$ cat config.mk
export PLATFORM = sky130hd
export DESIGN_NAME = step_phase_decoder
export DESIGN_NICKNAME = d
export VERILOG_FILES = /design/src/rtl/step_phase_decoder.sv
export SDC_FILE = /design/constraint.sdc
export NUM_CORES = 1
export LEC_CHECK = 0
export ABC_AREA = 1
export CAP_MARGIN = 20
export CORE_ASPECT_RATIO = 0.75
export CORE_MARGIN = 1.5
export CORE_UTILIZATION = 50
export CTS_CLUSTER_SIZE = 14
export DETAILED_ROUTE_END_ITERATION = 8
export HOLD_SLACK_MARGIN = 0.12
export PLACE_DENSITY = 0.76
export SYNTH_ARGS = -nofsm -noshare
export SYNTH_HDL_FRONTEND = slang
export SYNTH_SLANG_ARGS = --single-unit
$ cat constraint.sdc
create_clock -name clk -period 2.45 [get_ports clk]
set_input_delay 0.245 -clock clk [delete_from_list [all_inputs] [get_ports clk]]
set_output_delay 0.245 -clock clk [all_outputs]
set_load 0.02 [all_outputs]
$ cat src/rtl/step_phase_decoder.sv
// Full-step stepper coil monitor: synchronises the coil drive pattern, debounces it and
// decodes accepted phase changes into step/direction/position with skip and illegal flags.
module step_phase_decoder #(
    parameter int unsigned STABLE_CNT = 4,
    parameter int unsigned POS_W      = 16
) (
    input  logic             clk,
    input  logic             rst_n,
    input  logic [3:0]       coil,
    input  logic             clr_pos,
    output logic             locked,
    output logic [1:0]       phase,
    output logic             step_pulse,
    output logic             dir,
    output logic [POS_W-1:0] position,
    output logic             err_skip,
    output logic             err_illegal
);

    typedef enum logic [0:0] {StUnlocked, StLocked} state_e;

    localparam logic [8:0] AcceptCnt = 9'(STABLE_CNT);

    state_e     state;
    logic [3:0] sync_meta;
    logic [3:0] sync_out;
    logic [8:0] stable_cnt;
    logic       accept;
    logic       legal;
    logic [1:0] new_phase;
    logic [1:0] delta;

    always_ff @(posedge clk or negedge rst_n) begin
        if (!rst_n) begin
            sync_meta <= 4'b0000;
            sync_out  <= 4'b0000;
        end else begin
            sync_meta <= coil;
            sync_out  <= sync_meta;
        end
    end

    // The count restarts on the edge that loads a new value into sync_out and saturates one
    // past the threshold, so each stable value is accepted exactly once.
    always_ff @(posedge clk or negedge rst_n) begin
        if (!rst_n) begin
            stable_cnt <= 9'd0;
        end else if (sync_out != sync_meta) begin
            stable_cnt <= 9'd1;
        end else if (stable_cnt != 9'd0 && stable_cnt <= AcceptCnt) begin
            stable_cnt <= stable_cnt + 9'd1;
        end
    end

    assign accept = (stable_cnt == AcceptCnt);

    always_comb begin
        legal     = 1'b1;
        new_phase = 2'd0;
        case (sync_out)
            4'b0101: new_phase = 2'd0;
            4'b0110: new_phase = 2'd1;
            4'b1010: new_phase = 2'd2;
            4'b1001: new_phase = 2'd3;
            default: legal = 1'b0;
        endcase
    end

    assign delta = new_phase - phase;

    always_ff @(posedge clk or negedge rst_n) begin
        if (!rst_n) begin
            state       <= StUnlocked;
            phase       <= 2'd0;
            dir         <= 1'b1;
            position    <= '0;
            step_pulse  <= 1'b0;
            err_skip    <= 1'b0;
            err_illegal <= 1'b0;
        end else begin
            step_pulse  <= 1'b0;
            err_skip    <= 1'b0;
            err_illegal <= 1'b0;
            if (accept) begin
                if (!legal) begin
                    err_illegal <= 1'b1;
                    state       <= StUnlocked;
                end else if (state == StUnlocked) begin
                    phase <= new_phase;
                    state <= StLocked;
                end else begin
                    case (delta)
                        2'd1: begin
                            step_pulse <= 1'b1;
                            dir        <= 1'b1;
                            phase      <= new_phase;
                            position   <= position + POS_W'(1);
                        end
                        2'd3: begin
                            step_pulse <= 1'b1;
                            dir        <= 1'b0;
                            phase      <= new_phase;
                            position   <= position - POS_W'(1);
                        end
                        2'd2: begin
                            err_skip <= 1'b1;
                            phase    <= new_phase;
                        end
                        default: ;
                    endcase
                end
            end
            // Clear takes priority over a step landing on the same edge.
            if (clr_pos) begin
                position <= '0;
            end
        end
    end

    assign locked = (state == StLocked);

endmodule

Word-level counts from Yosys, hierarchy flattened
Index checks and enable logic that the tools add are counted.
{"block": "totals", "memories": 0, "mem_bits_rw": 0, "reg_bits": 40, "mem_bits_ro": 0, "out_inout_bits": 23, "latch_bits": 0, "elab_cells": 62, "input_bits": 7}
{"block": "classes", "eq_ne": 10, "n_div": 0, "n_mux": 23, "n_lt_le_gt_ge": 1, "shift": 0, "add_sub_neg": 4, "mul": 0, "n_reduce_logical": 14, "bitwise_logic": 0}
{"operator": "$mux 16", "count": 4}
{"operator": "$pmux 16 s2", "count": 1}
{"operator": "$mux 9", "count": 2}
{"operator": "$add 16x1->16 const B", "count": 1}
{"operator": "$sub 16x1->16 const B", "count": 1}
{"operator": "$mux 1", "count": 12}
{"operator": "$reduce_bool 2->1", "count": 5}
{"operator": "$add 9x1->9 const B", "count": 1}
{"operator": "$eq 9x3->1 const B", "count": 1}
{"operator": "$le 9x3->1 const B", "count": 1}
{"operator": "$reduce_bool 9->1", "count": 1}
{"operator": "$eq 4x3->1 const B", "count": 2}
{"operator": "$eq 4x4->1 const B", "count": 2}
{"operator": "$reduce_and 4->1", "count": 2}
{"operator": "$pmux 2 s3", "count": 1}
{"operator": "$eq 2x2->1 const B", "count": 2}
{"operator": "$mux 2", "count": 2}
{"operator": "$ne 4x4->1", "count": 1}
{"operator": "$reduce_or 4->1", "count": 1}
{"operator": "$reduce_and 3->1", "count": 1}
{"operator": "$reduce_bool 3->1", "count": 1}
{"operator": "$reduce_or 3->1", "count": 1}
{"operator": "$eq 2x1->1 const B", "count": 1}
{"operator": "$ne 2x2->1 const B", "count": 1}
{"operator": "4 further kinds", "count": 4}

Longest topological paths before layout
{"block": "logic_depth", "depth_word": 9, "mapped_depth": 24, "mapped_depth_nobuf": 24}

Least setup slack after synthesis
No wires, ideal clock.
{"block": "synth_timing", "path_kind": "register to register", "start": "reg sync_out[0]", "end": "reg position[15]", "setup_time_ps": 117, "synth_period_minus_slack_ps": 2689, "t_required_ps": 2333, "setup_slack_ps": -239, "path_buffers": 0, "t_arrival_ps": 2572, "path_stages_with_launch": 22, "path_cell_list": "dfrtp_1 > inv_1 > nand2_1 > nor3_1 > a31oi_1 > ha_1 > inv_1 > nand2_1 > nand2_1 > nand3_1 > nand2_1 > nand2_1 > inv_1 > ha_1 > a21oi_1 > nand2_1 > a21oi_1 > nand2_1 > inv_1 > nand2_1 > nand3_2 > nand2_1"}
{"block": "synth_via", "elab_chain_len": 9, "word_cells_on_any_way": 18, "cone_classes": "1 x add/sub; 6 x eq/ne; 7 x mux; 4 x reduce/logical"}
{"element": "from (decl)", "line_no": "26", "text": "logic [3:0] sync_out;"}
{"element": "from (signal assigned)", "line_no": "39", "text": "sync_out <= sync_meta;"}
{"element": "$eq 4x4->1 or $eq 4x3->1 (tied branches)", "line_no": "60", "text": "case (sync_out)"}
{"element": "$pmux 2 s3", "line_no": "60"}
{"element": "$sub 2x2->2", "line_no": "69", "text": "assign delta = new_phase - phase;"}
{"element": "$eq 2x2->1 or $eq 2x1->1 (tied branches)", "line_no": "92", "text": "case (delta)"}
{"element": "$pmux 16 s2", "line_no": "92"}
{"element": "$mux 16", "line_no": "88", "text": "end else if (state == StUnlocked) begin"}
{"element": "$mux 16", "line_no": "85", "text": "if (!legal) begin"}
{"element": "$mux 16", "line_no": "84", "text": "if (accept) begin"}
{"element": "$mux 16", "line_no": "114", "text": "if (clr_pos) begin"}
{"element": "to (signal assigned)", "line_no": "97", "text": "position <= position + POS_W'(1);"}
{"element": "to (signal assigned)", "line_no": "103", "text": "position <= position - POS_W'(1);"}
{"element": "to (decl)", "line_no": "15", "text": "output logic [POS_W-1:0] position,"}
Several ways; a longest one is shown, not always the timed one. The select of a mux whose other input is x is not followed.
A chain may end at the register's enable or synchronous reset.

Worst setup path in the final report
{"block": "layout_timing", "start": "reg sync_out[0]", "end": "reg position[14]"}
Same word-level chain as after synthesis.

==> results.md <==
- The average via count per standard cell is 6.03.
- The final wirelength is 9210 µm.
- Yosys attributes the largest share of cell area to dfrtp_1 (39%), nand2_1 (15%), ha_1 (8.5%).
- The final net count is 431.
- Setup repair after global routing could not meet its margin everywhere.
- Counting the buffers created by CTS gives 5.
- When the netlist entered floorplanning its net count stood at 352.
- The final count of hold timing violations came to 0.
- Dividing the final minimum period by the clock period gives 116%.
- The worst setup path is of the reg2reg kind.
- The maximum number of pins on one net before global-route repair is 41.
- In this run the most used layer during global routing was met2.
- Power spread over the standard cell area amounts to 391 nW/µm².
- The count of different cell masters after synthesis is 34.
- The area of the core is 4870 µm².
- The smallest setup slack after layout is -389 ps.
- Across the run, the number of max-cap violations was 0.
- Once detail routing completed, the nets flagged for antenna violations numbered 0.
- After synthesis the cells add up to 2510 µm².
- The fraction of the yosys area taken by sequential cells is 40.0%.
- The area added between synthesis and finish is 58.4%.
- In this run the tightest slew margin relative to its limit is 40.3%.
- In this run the number of H-tree levels came out at 2.
- The later pin in the worst-skew pair is clocked with a latency of 300 ps.
- The number of storage elements in the synthesis netlist is 40.
- During synthesis, Yosys emitted a total of 0 warnings.
- The largest clock skew in the final design is 8.17 ps.
- The floorplan step defined a die boundary enclosing 5450 µm².
- The starting DRC count in detailed routing is 339.
- Across the VDD grid, the largest voltage drop is 0.319 mV.
- Derived from the worst setup path, the maximum achievable clock frequency is 352 MHz.
- Global routing consumed, on the met3 layer, 5.43% of the routing resources.
- The most common cell in the synthesized netlist is nand2_1.
- The met1 demand-to-capacity share in global routing is 36.5%.
- The static leakage is 1.99 nW.
- The global routing usage on met2 is 47.3%.
- The fraction of layout cells with a size suffix above 1 is 41.8%.
- Counting flops with a built-in enable in the synthesized netlist gives 0.
- During I/O placement, the number of pins put on the boundary was 30.
- The total number of clock tree sinks is 40.
- The width of the die is 84.8 µm.
- The critical-path maximum fanout is 4.
- A synthesized cell averages 7.67 µm².
- After detailed routing, the average wire length per cell comes to 19.7 µm.
- For the worst setup path, the data arrival time is 3030 ps.
- Synthesis produced a netlist whose cell count is 327.
- The total overflow left after global routing is 0.
- For this run, design rule violations remaining after detail routing come to 2.
- The number of antenna violations at the first check in global routing is 0.
- The sort of element at the end of the critical path is a flop.
- Measured along the y axis, the die boundary spans 64.3 µm.
- The clock tree buffer depth is 2.
- For this configuration, the core starts out at a cell density of 51.5%.
- The TritonCTS clock tree is yes.
- The proportion of netlist area held by the largest area contributor is 38.9%.
- The max-slew violation total from the final report is 0.
- The checks that failed: DRC, setup timing.
- The number of antenna repair diodes is 0.
- The path type of the worst min-delay path is in2reg.
- At the pin with the least slew margin, the transition time is 895 ps.
- The row count is 22.
- The number of global-route vias before repair came to 2561.
- The number of setup violations in the final report is 13.
- The routed layout has 2814 vias.
- Routability-driven placement finished with a final weighted congestion of 0.860.
- Cells fill 81.5% of the core in the end.
- The first global-routing pass estimated 11900 µm of wire.
- The first detailed-routing pass ran for 8 iterations.
- The clock period minus final worst setup slack is 2840 ps.
- The count of buffers added on input and output ports is 29.
- The async set or reset register ratio after synthesis is 100%.
- The overall global routing resource usage is 28.3%.
- After layout, the design draws a total of 1.55 mW.
- The most common flop cell mapped by yosys is dfrtp_1.
- The root buffer cell is clkbuf_8.
- By count the netlist is led by nand2_1 (97), inv_1 (46), dfrtp_1 (39).
- The flow ran to the end, but the final reports show violations.
- STA puts the critical path data required time at 2640 ps.
- Detailed placement ended at an HPWL of 4470 µm.
- The worst setup path is launched from a flop.
- dfrtp_1 takes more of the synthesized area than any other cell.
- After clock tree synthesis, the clock-pin slew on the worst setup and hold paths is 80 ps.
## what timing repair did
action,CTS,global route
pin swaps,23,44
setup endpoints to repair,12,14
hold buffers,1,0
endpoints found under the hold margin,39,0
buffers inserted,4,7
gates cloned,1,0
gates resized for setup,60,78
## per-layer routing
metal	routed length, µm	part of all wire, %	up-vias
met5	0	0	-
met4	524	5.7	0
met3	791	8.6	68
met2	4360	47	216
met1	3530	38	1318
li1	-	-	1212
## sequential cells by signal, summed over array words and instances (netlist names)
name	cells
position	16
dir	1
sync_out	4
sync_meta	4
locked	1
err_illegal	1
stable_cnt	9
err_skip	1
step_pulse	1
phase	2
## cell type report
cell class,count,area (µm²)
clock inverter,3,90.1
tap,60,75.1
timing repair inverter,1,16.3
sequential,40,1000
multi-input combinational,236,1870
timing repair buffer,74,648
clock buffer,5,68.8
inverter,48,201
fill,259,900
## through the flow
stage,TNS [ps],setup WS (ps),cell area (µm²),hold slack [ps],std cells
2_1_floorplan,-4.49,-3.48,2560,-50.6,327
3_3_place_gp,-1020,-153,3150,371,447
3_5_place_dp,-1720,-215,3150,382,447
4_1_cts,-1760,-200,3640,375,461
5_1_grt,-6230,-538,3970,380,467
6_report,-4150,-389,3970,374,467
## final timing paths
kind	start	to	slack (ps)	depth (start not counted)
worst max-delay path	sync_out[0]	position[14]	-390	21
worst min-delay path	coil[2]	sync_meta[2]	370	1
worst max register to register	sync_out[0]	position[14]	-390	21
worst min register to register	sync_meta[0]	sync_out[0]	400	0
max in group asynchronous	rst_n	sync_out[3]	1230	2
min in group asynchronous	rst_n	position[8]	590	2
## worst max-delay path: stages (launching register included)
cell	delay, ps
dfrtp_1	420
inv_2	70
nand2_2	60
nor3_2	180
a31oi_2	60
ha_2	210
inv_2	50
nand2_2	40
nand2_2	80
nand3_2	110
nand2_4	120
nand2_8	90
fa_2	370
nand3b_1	220
nand2_2	150
nand2_2	80
nand2_4	100
nand2_2	80
nand2_1	70
nand2_1	60
nand3_2	60
nand2_1	50
## layout by cell type (no fill, tap or decap), types with 8 or more instances in the layout
master and instances:
clkdlybuf4s50_1 28, nand2_2 27, ha_4 14, nand3_1 18, nand3_2 13, o21ai_0 8
nand2_4 15, nand2_1 54, buf_4 38, nor2_1 21, inv_1 35, a21oi_2 8
inv_2 8, dfrtp_1 38
## where the power goes
group          total (mW)  leakage (nW)  internal [mW]  switching (mW)
Sequential          0.677         0.531          0.668         0.00850
Clock               0.772        0.0784          0.510           0.262
Combinational       0.103          1.38         0.0412          0.0623
Total                1.55          1.99           1.22           0.333
## cells by family (layout without fill, tap and decap cells)
logic type | Yosys count | count (layout) | synth area share [%]
fa+ha+maj | 18 | 18 | 9.28
compound gates | 37 | 37 | 7.88
buf+inv | 51 | 131 | 8.28
simple gates | 174 | 174 | 32.1
xor+xnor | 7 | 7 | 2.45
flops | 40 | 40 | 40.0
Note: power is estimated with default switching activity, not from simulation.
